==> src/rtl/uart_pkg.sv <==
// rtl/uart_pkg.sv - shared constants and FSM state types for the UART echo design
package uart_pkg;

    localparam int CLKS_PER_BIT_DEF = 2604;
    localparam int HALF_BIT_DEF     = CLKS_PER_BIT_DEF / 2;
    localparam int DATA_BITS        = 8;
    localparam int BIT_IDX_W        = 3;
    localparam int CNT_W            = 16;

    // Clocks of delay through the receive synchronizer; the receiver shortens
    // its end-of-stop wait by this much so the echo lines up with the bit grid.
    localparam int SYNC_LAT         = 2;

    typedef enum logic [2:0] {
        RX_IDLE,
        RX_START,
        RX_DATA,
        RX_STOP,
        RX_DONE
    } rx_state_e;

    typedef enum logic [1:0] {
        TX_IDLE,
        TX_START,
        TX_DATA,
        TX_STOP
    } tx_state_e;

endpackage

==> src/rtl/uart_rx.sv <==
// rtl/uart_rx.sv - 8N1 receiver with input synchronizer and framing flag
// Ports: clk_i/rst_ni clock and async active-low reset; rx_i raw serial line;
//        data_o received byte; valid_o one-cycle byte strobe; busy_o FSM not idle;
//        frame_err_o set by a bad stop bit, cleared by the next good frame.
module uart_rx
    import uart_pkg::*;
#(
    parameter int CLKS_PER_BIT = CLKS_PER_BIT_DEF
) (
    input  logic                 clk_i,
    input  logic                 rst_ni,
    input  logic                 rx_i,
    output logic [DATA_BITS-1:0] data_o,
    output logic                 valid_o,
    output logic                 busy_o,
    output logic                 frame_err_o
);
    localparam int HALF_BIT = CLKS_PER_BIT / 2;
    localparam logic [CNT_W-1:0] HALF_LAST = CNT_W'(HALF_BIT - 1);
    localparam logic [CNT_W-1:0] BIT_LAST  = CNT_W'(CLKS_PER_BIT - 1);
    localparam logic [CNT_W-1:0] DONE_LAST = CNT_W'(HALF_BIT - SYNC_LAT - 1);

    rx_state_e              state_q;
    logic                   meta_q;
    logic                   sync_q;
    logic                   prev_q;
    logic [CNT_W-1:0]       cnt_q;
    logic [BIT_IDX_W-1:0]   bit_q;
    logic [DATA_BITS-1:0]   shift_q;
    logic                   valid_q;
    logic                   err_q;

    always_ff @(posedge clk_i or negedge rst_ni) begin
        if (!rst_ni) begin
            meta_q  <= 1'b1;
            sync_q  <= 1'b1;
            prev_q  <= 1'b1;
            state_q <= RX_IDLE;
            cnt_q   <= '0;
            bit_q   <= '0;
            shift_q <= '0;
            valid_q <= 1'b0;
            err_q   <= 1'b0;
        end else begin
            meta_q  <= rx_i;
            sync_q  <= meta_q;
            prev_q  <= sync_q;
            valid_q <= 1'b0;
            cnt_q   <= cnt_q + 1'b1;
            case (state_q)
                RX_IDLE: begin
                    cnt_q <= '0;
                    // Edge, not level: after a framing error the line may still be low.
                    if (prev_q && !sync_q) begin
                        state_q <= RX_START;
                    end
                end
                RX_START: begin
                    if (cnt_q == HALF_LAST) begin
                        cnt_q   <= '0;
                        bit_q   <= '0;
                        state_q <= sync_q ? RX_IDLE : RX_DATA;
                    end
                end
                RX_DATA: begin
                    if (cnt_q == BIT_LAST) begin
                        cnt_q   <= '0;
                        shift_q <= {sync_q, shift_q[DATA_BITS-1:1]};
                        bit_q   <= bit_q + 1'b1;
                        if (bit_q == BIT_IDX_W'(DATA_BITS - 1)) begin
                            state_q <= RX_STOP;
                        end
                    end
                end
                RX_STOP: begin
                    if (cnt_q == BIT_LAST) begin
                        cnt_q <= '0;
                        if (sync_q) begin
                            state_q <= RX_DONE;
                        end else begin
                            err_q   <= 1'b1;
                            state_q <= RX_IDLE;
                        end
                    end
                end
                RX_DONE: begin
                    if (cnt_q == DONE_LAST) begin
                        valid_q <= 1'b1;
                        err_q   <= 1'b0;
                        state_q <= RX_IDLE;
                    end
                end
                default: state_q <= RX_IDLE;
            endcase
        end
    end

    assign data_o      = shift_q;
    assign valid_o     = valid_q;
    assign busy_o      = (state_q != RX_IDLE);
    assign frame_err_o = err_q;

endmodule

==> src/rtl/uart_tx.sv <==
// rtl/uart_tx.sv - 8N1 transmitter with registered line output
// Ports: clk_i/rst_ni clock and async active-low reset; start_i accept data_i
//        when idle; tx_o serial line (idles high); busy_o high from start bit
//        through the last stop-bit clock.
module uart_tx
    import uart_pkg::*;
#(
    parameter int CLKS_PER_BIT = CLKS_PER_BIT_DEF
) (
    input  logic                 clk_i,
    input  logic                 rst_ni,
    input  logic                 start_i,
    input  logic [DATA_BITS-1:0] data_i,
    output logic                 tx_o,
    output logic                 busy_o
);
    localparam logic [CNT_W-1:0] BIT_LAST = CNT_W'(CLKS_PER_BIT - 1);

    tx_state_e              state_q;
    logic [CNT_W-1:0]       cnt_q;
    logic [BIT_IDX_W-1:0]   bit_q;
    logic [DATA_BITS-1:0]   shift_q;
    logic                   tx_q;
    logic                   busy_q;

    always_ff @(posedge clk_i or negedge rst_ni) begin
        if (!rst_ni) begin
            state_q <= TX_IDLE;
            cnt_q   <= '0;
            bit_q   <= '0;
            shift_q <= '0;
            tx_q    <= 1'b1;
            busy_q  <= 1'b0;
        end else begin
            cnt_q <= cnt_q + 1'b1;
            case (state_q)
                TX_IDLE: begin
                    cnt_q <= '0;
                    if (start_i) begin
                        shift_q <= data_i;
                        tx_q    <= 1'b0;
                        busy_q  <= 1'b1;
                        state_q <= TX_START;
                    end
                end
                TX_START: begin
                    if (cnt_q == BIT_LAST) begin
                        cnt_q   <= '0;
                        bit_q   <= '0;
                        tx_q    <= shift_q[0];
                        shift_q <= {1'b0, shift_q[DATA_BITS-1:1]};
                        state_q <= TX_DATA;
                    end
                end
                TX_DATA: begin
                    if (cnt_q == BIT_LAST) begin
                        cnt_q <= '0;
                        bit_q <= bit_q + 1'b1;
                        if (bit_q == BIT_IDX_W'(DATA_BITS - 1)) begin
                            tx_q    <= 1'b1;
                            state_q <= TX_STOP;
                        end else begin
                            tx_q    <= shift_q[0];
                            shift_q <= {1'b0, shift_q[DATA_BITS-1:1]};
                        end
                    end
                end
                TX_STOP: begin
                    if (cnt_q == BIT_LAST) begin
                        busy_q  <= 1'b0;
                        state_q <= TX_IDLE;
                    end
                end
                default: state_q <= TX_IDLE;
            endcase
        end
    end

    assign tx_o   = tx_q;
    assign busy_o = busy_q;

endmodule

==> src/rtl/uart_echo_top.sv <==
// rtl/uart_echo_top.sv - UART loopback: echoes each good 8N1 byte, drives status LEDs
// Ports: CLK clock; RST_N async active-low reset; U_RX serial in; U_TX serial out;
//        RED_N receiver busy; GREEN_N transmitter busy; BLUE_N framing error (all active-low).
module uart_echo_top
    import uart_pkg::*;
#(
    parameter int CLKS_PER_BIT = CLKS_PER_BIT_DEF
) (
    input  logic CLK,
    input  logic RST_N,
    input  logic U_RX,
    output logic U_TX,
    output logic RED_N,
    output logic GREEN_N,
    output logic BLUE_N
);
    logic [DATA_BITS-1:0] rx_data;
    logic                 rx_valid;
    logic                 rx_busy;
    logic                 frame_err;
    logic                 waitflg;
    logic                 tx_start;
    logic [DATA_BITS-1:0] hold_q;
    logic                 hold_full_q;

    uart_rx #(.CLKS_PER_BIT(CLKS_PER_BIT)) u_rx (
        .clk_i       (CLK),
        .rst_ni      (RST_N),
        .rx_i        (U_RX),
        .data_o      (rx_data),
        .valid_o     (rx_valid),
        .busy_o      (rx_busy),
        .frame_err_o (frame_err)
    );

    assign tx_start = hold_full_q && !waitflg;

    // A byte arriving while the register is full is dropped unless the
    // transmitter drains the old one in the same cycle.
    always_ff @(posedge CLK or negedge RST_N) begin
        if (!RST_N) begin
            hold_q      <= '0;
            hold_full_q <= 1'b0;
        end else if (rx_valid && (!hold_full_q || tx_start)) begin
            hold_q      <= rx_data;
            hold_full_q <= 1'b1;
        end else if (tx_start) begin
            hold_full_q <= 1'b0;
        end
    end

    uart_tx #(.CLKS_PER_BIT(CLKS_PER_BIT)) u_tx (
        .clk_i   (CLK),
        .rst_ni  (RST_N),
        .start_i (tx_start),
        .data_i  (hold_q),
        .tx_o    (U_TX),
        .busy_o  (waitflg)
    );

    assign RED_N   = !rx_busy;
    assign GREEN_N = !waitflg;
    assign BLUE_N  = !frame_err;

endmodule

==> config.mk <==
export PLATFORM = sky130hd
export DESIGN_NAME = uart_echo_top
export DESIGN_NICKNAME = d
export VERILOG_FILES = /design/src/rtl/uart_pkg.sv /design/src/rtl/uart_rx.sv /design/src/rtl/uart_tx.sv /design/src/rtl/uart_echo_top.sv
export SDC_FILE = /design/constraint.sdc
export NUM_CORES = 1
export LEC_CHECK = 0
export CORE_ASPECT_RATIO = 1.25
export CORE_MARGIN = 4
export CORE_UTILIZATION = 55
export DETAILED_ROUTE_END_ITERATION = 8
export GPL_TIMING_DRIVEN = 1
export PLACE_DENSITY_LB_ADDON = 0.12
export SYNTH_ARGS = -nofsm -noshare
export SYNTH_HDL_FRONTEND = slang
export SYNTH_SLANG_ARGS = --single-unit
==> constraint.sdc <==
create_clock -name CLK -period 1.9 [get_ports CLK]
set_input_delay 0.475 -clock CLK [delete_from_list [all_inputs] [get_ports CLK]]
set_output_delay 0.475 -clock CLK [all_outputs]
set_load 0.01 [all_outputs]
# After elaboration in Yosys (flattened, before gate mapping)
# Cells that the tools add are included.
dict set report totals {
  ff_bits 75
  wordCells 122
}
dict set report classes {
  add_sub_neg 4
  n_eq_ne 26
  mux 46
  n_reduce_logical 29
}
# operator count
set op_table {}
lappend op_table {{two-way mux 16 bit} 3}
lappend op_table {{case mux 16 bit (3 select lines)} 1}
lappend op_table {{two-way mux 3 bit} 11}
lappend op_table {{adder 16 x 1 -> 16 bit (second input constant)} 2}
lappend op_table {{equality test 16 x 11 -> 1 bit (second input constant)} 2}
lappend op_table {{equality test 16 x 12 -> 1 bit (second input constant)} 2}
lappend op_table {{two-way mux 8 bit} 4}
lappend op_table {{case mux 16 bit (2 select lines)} 1}
lappend op_table {{case mux 8 bit (3 select lines)} 1}
lappend op_table {{inequality test 2 x 1 -> 1 bit (second input constant)} 10}
lappend op_table {{case mux 3 bit (5 select lines)} 1}
lappend op_table {{two-way mux 1 bit} 12}
lappend op_table {{two-way mux 2 bit} 6}
lappend op_table {{case mux 3 bit (2 select lines)} 2}
lappend op_table {{AND reduction 5 bit} 2}
lappend op_table {{nonzero test 2 bit} 5}
lappend op_table {{equality test 3 bit (second input constant)} 3}
lappend op_table {{AND reduction 3 bit} 3}
lappend op_table {{case mux 2 bit (4 select lines)} 1}
lappend op_table {{AND reduction 4 bit} 2}
lappend op_table {{adder 3 x 1 -> 3 bit (second input constant)} 2}
lappend op_table {{equality test 3 x 2 -> 1 bit (second input constant)} 2}
lappend op_table {{inequality test 2 bit (second input constant)} 3}
lappend op_table {{AND reduction 6 bit} 1}
lappend op_table {{other kinds (13)} 23}

# Depth between registers and ports, before layout
dict set report logic_depth {
  depth_word 5
  ltp_mapped 9
  mapped_depth_nobuf 7
}

# Hierarchy
# From an unflattened synthesis, not the netlist that was laid out.
dict set report hier_totals {
  hier_cells 330
  hier_area_um2 3754.9
}
# module instances cells_each area_each_um2
set modules_own_cells {}
lappend modules_own_cells {uart_rx 1 160 1722.9}
lappend modules_own_cells {uart_tx 1 147 1669.1}
lappend modules_own_cells {uart_echo_top 1 23 362.8}

# Worst setup path before layout
# OpenSTA, ideal clock, no wires.
dict set report synth_timing {
  path_kind {reg2reg}
  from {register u_rx.cnt_q[0]}
  to {register u_rx.shift_q[1], in the netlist u_rx.data_o[1]}
  setup_ns 0.125
  arrival_ns 1.720
  t_required_ns 1.775
  path_slack_ns 0.056
  stages_incl_launch_ff 7
  path_cell_list {dfrtp_1 > ha_1 > nor4b_2 > nand4_1 > nor3_2 > buf_4 > mux2_2}
}
dict set report synth_via {
  elab_chain_len 2
}
# element line
set synth_rtl {}
lappend synth_rtl {{start, declared} uart_rx.sv:27} ;# logic [CNT_W-1:0] cnt_q;
lappend synth_rtl {{start signal, assigned} uart_rx.sv:49} ;# cnt_q <= cnt_q + 1'b1;
lappend synth_rtl {{equality test 16 x 12 -> 1 bit} uart_rx.sv:66} ;# if (cnt_q == BIT_LAST) begin
lappend synth_rtl {{AND reduction 2 bit (no line)} -}
lappend synth_rtl {{end signal, assigned} uart_rx.sv:68} ;# shift_q <= {sync_q, shift_q[DATA_BITS-1:1]};
lappend synth_rtl {{end, declared} uart_rx.sv:29} ;# logic [DATA_BITS-1:0] shift_q;
# No other way between the ends.
# A chain may end at the register's enable or synchronous reset.

# Final worst setup path
dict set report layout_timing {
  from {register u_rx.cnt_q[1]}
  to {register u_rx.shift_q[4], in the netlist u_rx.data_o[4]}
}
# The elaborated chain is that of the path after synthesis.

==> impl_results.md <==
- Worst R2R Setup Slack: -0.05 ns
- FF-to-FF End: u_rx.data_o[4]$_DFFE_PN0P_
- Area of the multi-input gates: 1770 µm²
- Initial antenna violation count: 0
- Post-DRT Antenna Nets: 0
- Critical path data required time: 2.13 ns
- FF-to-FF path depth: 7
- Startpoint types: flop
- DRT Wirelength: 6.79 mm
- Met2 WL: 3.44 mm
- Leakage: 2.03 nW
- Post-Synthesis Cells: 316
- Achievable clock frequency: 0.514 GHz
- Ys Warns: 0
- Commonest non-fill, non-tap cells in the layout: dfrtp_1 (67), nor2_1 (45), mux2_2 (26)
- Max Used Layer: met4
- IO Pins: 7
- Hold Fails Final Rpt: 0
- Routed met1 length: 3.03 mm
- Clk pwr share: 0.355
- N_diodes: 0
- Finished Cell Area: 4380 µm²
- Port Buffers: 6
- Number of H-tree levels: 3
- Die Area: 8020 µm²
- Sequential share of power: 0.464
- Global Route Usage Sum: 0.175
- First drt pass iteration count: 4
- RSZ-0062 raised after global routing: true
- DRC Markers: 0
- CTS buffer count: 9
- Ys async rst share: 1.00
- GPL Wtd Cong: 0.860
- Failing checks: negative setup slack
- Mean Syn Cell Area: 11.6 µm²
- Period utilization: 1.02
- Reg area: 1890 µm²
- Clock transition at the registers of the reported paths: 0.08 ns
- Worst min path class: flop to flop
- Status: complete, but fails checks
- Switching share of total power: 0.267
- First DRT Iteration DRCs: 68
- CTS Sinks: 75
- Avg WL per Cell: 15.3 µm
- Most common cell after layout, fill and taps aside: dfrtp_1
- Worst EP arrival: 2.18 ns
- GRT overflow: 0
- Synthesized flop and latch total: 75
- DR vias: 2,456
- Synth Cell Area: 3650 µm²
- Dpl cell area: 3960 µm²
- Top-area cell type share of the netlist area: 0.486
- Maximum vdd drop: 0.956 mV
- Max-cap violations: 0
- Net Count, Synth: 331
- Comb pwr share: 0.181
- Setup Crit Path Kind: flop to flop
- CP Capture Type: flop
- Layout cells sized above 1: 0.294
- First-pass GRT wire length: 10.9 mm
- Cell count of the worst hold path: 0
- Die span in y: 99.1 µm
- Psw: 0.00101 W
- Vias in the first global route: 2,454
- Fillcell total: 494
- Critical path fanouts, max: 6
- Max clock buf depth: 2
- Ys flop type: dfrtp_1
- Worst r2r src: u_rx.cnt_q[1]$_DFF_PN0_
- Setup violations, final: 8
- WL met3: 164 µm
- Synth area leader: dfrtp_1
- Initial Utilization: 0.578
- Area grow syn2layout: 19.9%
- Relative slew slack: 0.641
- Tmin final: 1.95 ns
- Slew at the pin closest to its max-slew limit: 0.533 ns
- Via-per-instance ratio: 5.52
- Core area: 6330 µm²
- Internal: 0.00277 W
- Pin count of the biggest net entering global routing: 49
- Finished Layout Cells: 445
- Latest clock arrival within the worst-skew pair: 0.35 ns
- Hold-critical path endpoint: u_rx.sync_q$_DFF_PN1_
- Pwr dens: 863 nW/µm²
- Hpwl dp: 4.38 mm
- Distinct cells, synth: 47
- Synth top area cells: dfrtp_1 (49%), mux2_2 (10%), nor2_1 (4.7%), ha_1 (4.1%), xor2_1 (4.1%)
- Sequential area share after synthesis: 0.515
- CTS tree: done
- Final setup skew: 0.00850 ns
- Fin. max-slew vios: 0
- CTS root buf: clkbuf_8
- Setup ws final: -0.0468 ns
- Hold path start: u_rx.meta_q$_DFF_PN1_
- Placed cell count: 419
- Die W: 80.9 µm
- Fin nets: 370
- # rows: 32
- Post-synth EDFFs: 0
worst max-delay path by stage:
stage,slack [ns],endpoint,start,cells past startpoint
after global routing,-0.18,u_rx.data_o[4]$_DFFE_PN0P_,u_rx.cnt_q[1]$_DFF_PN0_,7
after detailed placement,0.01,u_rx.data_o[4]$_DFFE_PN0P_,u_rx.cnt_q[1]$_DFF_PN0_,6
after global placement,0.12,u_rx.data_o[0]$_DFFE_PN0P_,u_rx.cnt_q[1]$_DFF_PN0_,6
final,-0.05,u_rx.data_o[4]$_DFFE_PN0P_,u_rx.cnt_q[1]$_DFF_PN0_,7
after CTS,0.007,U_TX,u_tx.tx_o$_DFFE_PN1P_,1
after floorplan,0.06,u_rx.data_o[1]$_DFFE_PN0P_,u_rx.cnt_q[0]$_DFF_PN0_,6
logic make-up after synthesis:
group / synth area share
flip-flops: 0.515
adder cells (fa/ha/maj): 0.0411
multiplexers: 0.113
AND/OR/NAND/NOR: 0.189
XOR/XNOR: 0.0647
AO/OA/AOI/OAI: 0.0531
buffers and inverters: 0.0233
flip-flops by register name (all words and copies together) (netlist names):
| signal | count |
|---|---|
| u_tx.cnt_q | 16 |
| hold_full_q | 1 |
| u_rx.valid_o | 1 |
| u_rx.frame_err_o | 1 |
| u_rx.data_o | 8 |
| u_rx.sync_q | 1 |
| u_tx.tx_o | 1 |
| u_tx.busy_o | 1 |
| u_rx.cnt_q | 16 |
| u_tx.shift_q | 8 |
| u_rx.state_q | 3 |
| u_rx.prev_q | 1 |
| hold_q | 8 |
| u_tx.bit_q | 3 |
| u_rx.meta_q | 1 |
| u_rx.bit_q | 3 |
| u_tx.state_q | 2 |
Yosys cell counts, types with 4 or more instances:
cell and instances:
mux2_2 34, xor2_1 17, o21ai_0 5, nand2_1 17, xnor2_1 10, clkbuf_1 4
dfstp_2 4, nand3_1 13, inv_1 9, a22o_1 9, and4_1 4, a21oi_1 5
nor3_1 7, dfrtp_1 71, nor2_1 46, ha_1 12, nand4_1 5
worst max-delay path, cell delays in order (launching register included):
cell and delay, ns:
dfrtp_2 0.42, ha_4 0.15, nor4b_4 0.21, nand4_1 0.24
nor3_2 0.25, buf_6 0.14, buf_8 0.12, mux2_4 0.30
power groups by stage:
stage	clock [W]	combinational (W)	sequential (W)
after floorplan	0	0.000350	0.00173
after global placement	0	0.000506	0.00176
after detailed placement	0	0.000515	0.00176
after CTS	0.00137	0.000510	0.00173
after global routing	0.00145	0.000746	0.00176
final	0.00134	0.000684	0.00175
per-layer routing:
| layer | vias up | GRT usage |
|---|---|---|
| met5 | - | 0 |
| met4 | 0 | 0.0754 |
| met3 | 13 | 0.0408 |
| met2 | 34 | 0.280 |
| met1 | 1231 | 0.227 |
| li1 | 1178 | - |
area by class of cell:
class,count,area share
Clock buffer,10,0.0291
Clock inverter,6,0.0203
Inverter,9,0.00771
Multi-Input combinational cell,223,0.404
Sequential cell,75,0.431
Tap cell,85,0.0243
Timing Repair Buffer,37,0.0837
what timing repair did:
action | 4_1_cts | 5_1_grt
setup buffers | 0 | 8
cloned | 0 | 1
resized for setup | 3 | 27
hold buffers | 1 | 0
pin swaps | 0 | 7
setup endpoints to repair | 1 | 32
endpoints found under the hold margin | 1 | 0
metrics by stage:
stage | setup TNS (ns) | setup WS, ns | hold WS, ns | util | total power, W
detailed placement | 0 | 0.00981 | 0.274 | 0.626 | 0.00228
floorplan | 0 | 0.0555 | 0.179 | - | 0.00208
global placement | 0 | 0.115 | 0.273 | 0.626 | 0.00227
finish | -0.322 | -0.0468 | 0.365 | 0.692 | 0.00378
CTS | 0 | 0.00675 | 0.366 | 0.662 | 0.00362
global route | -2.60 | -0.180 | 0.369 | 0.692 | 0.00396
(Power assumes the default switching activity.)
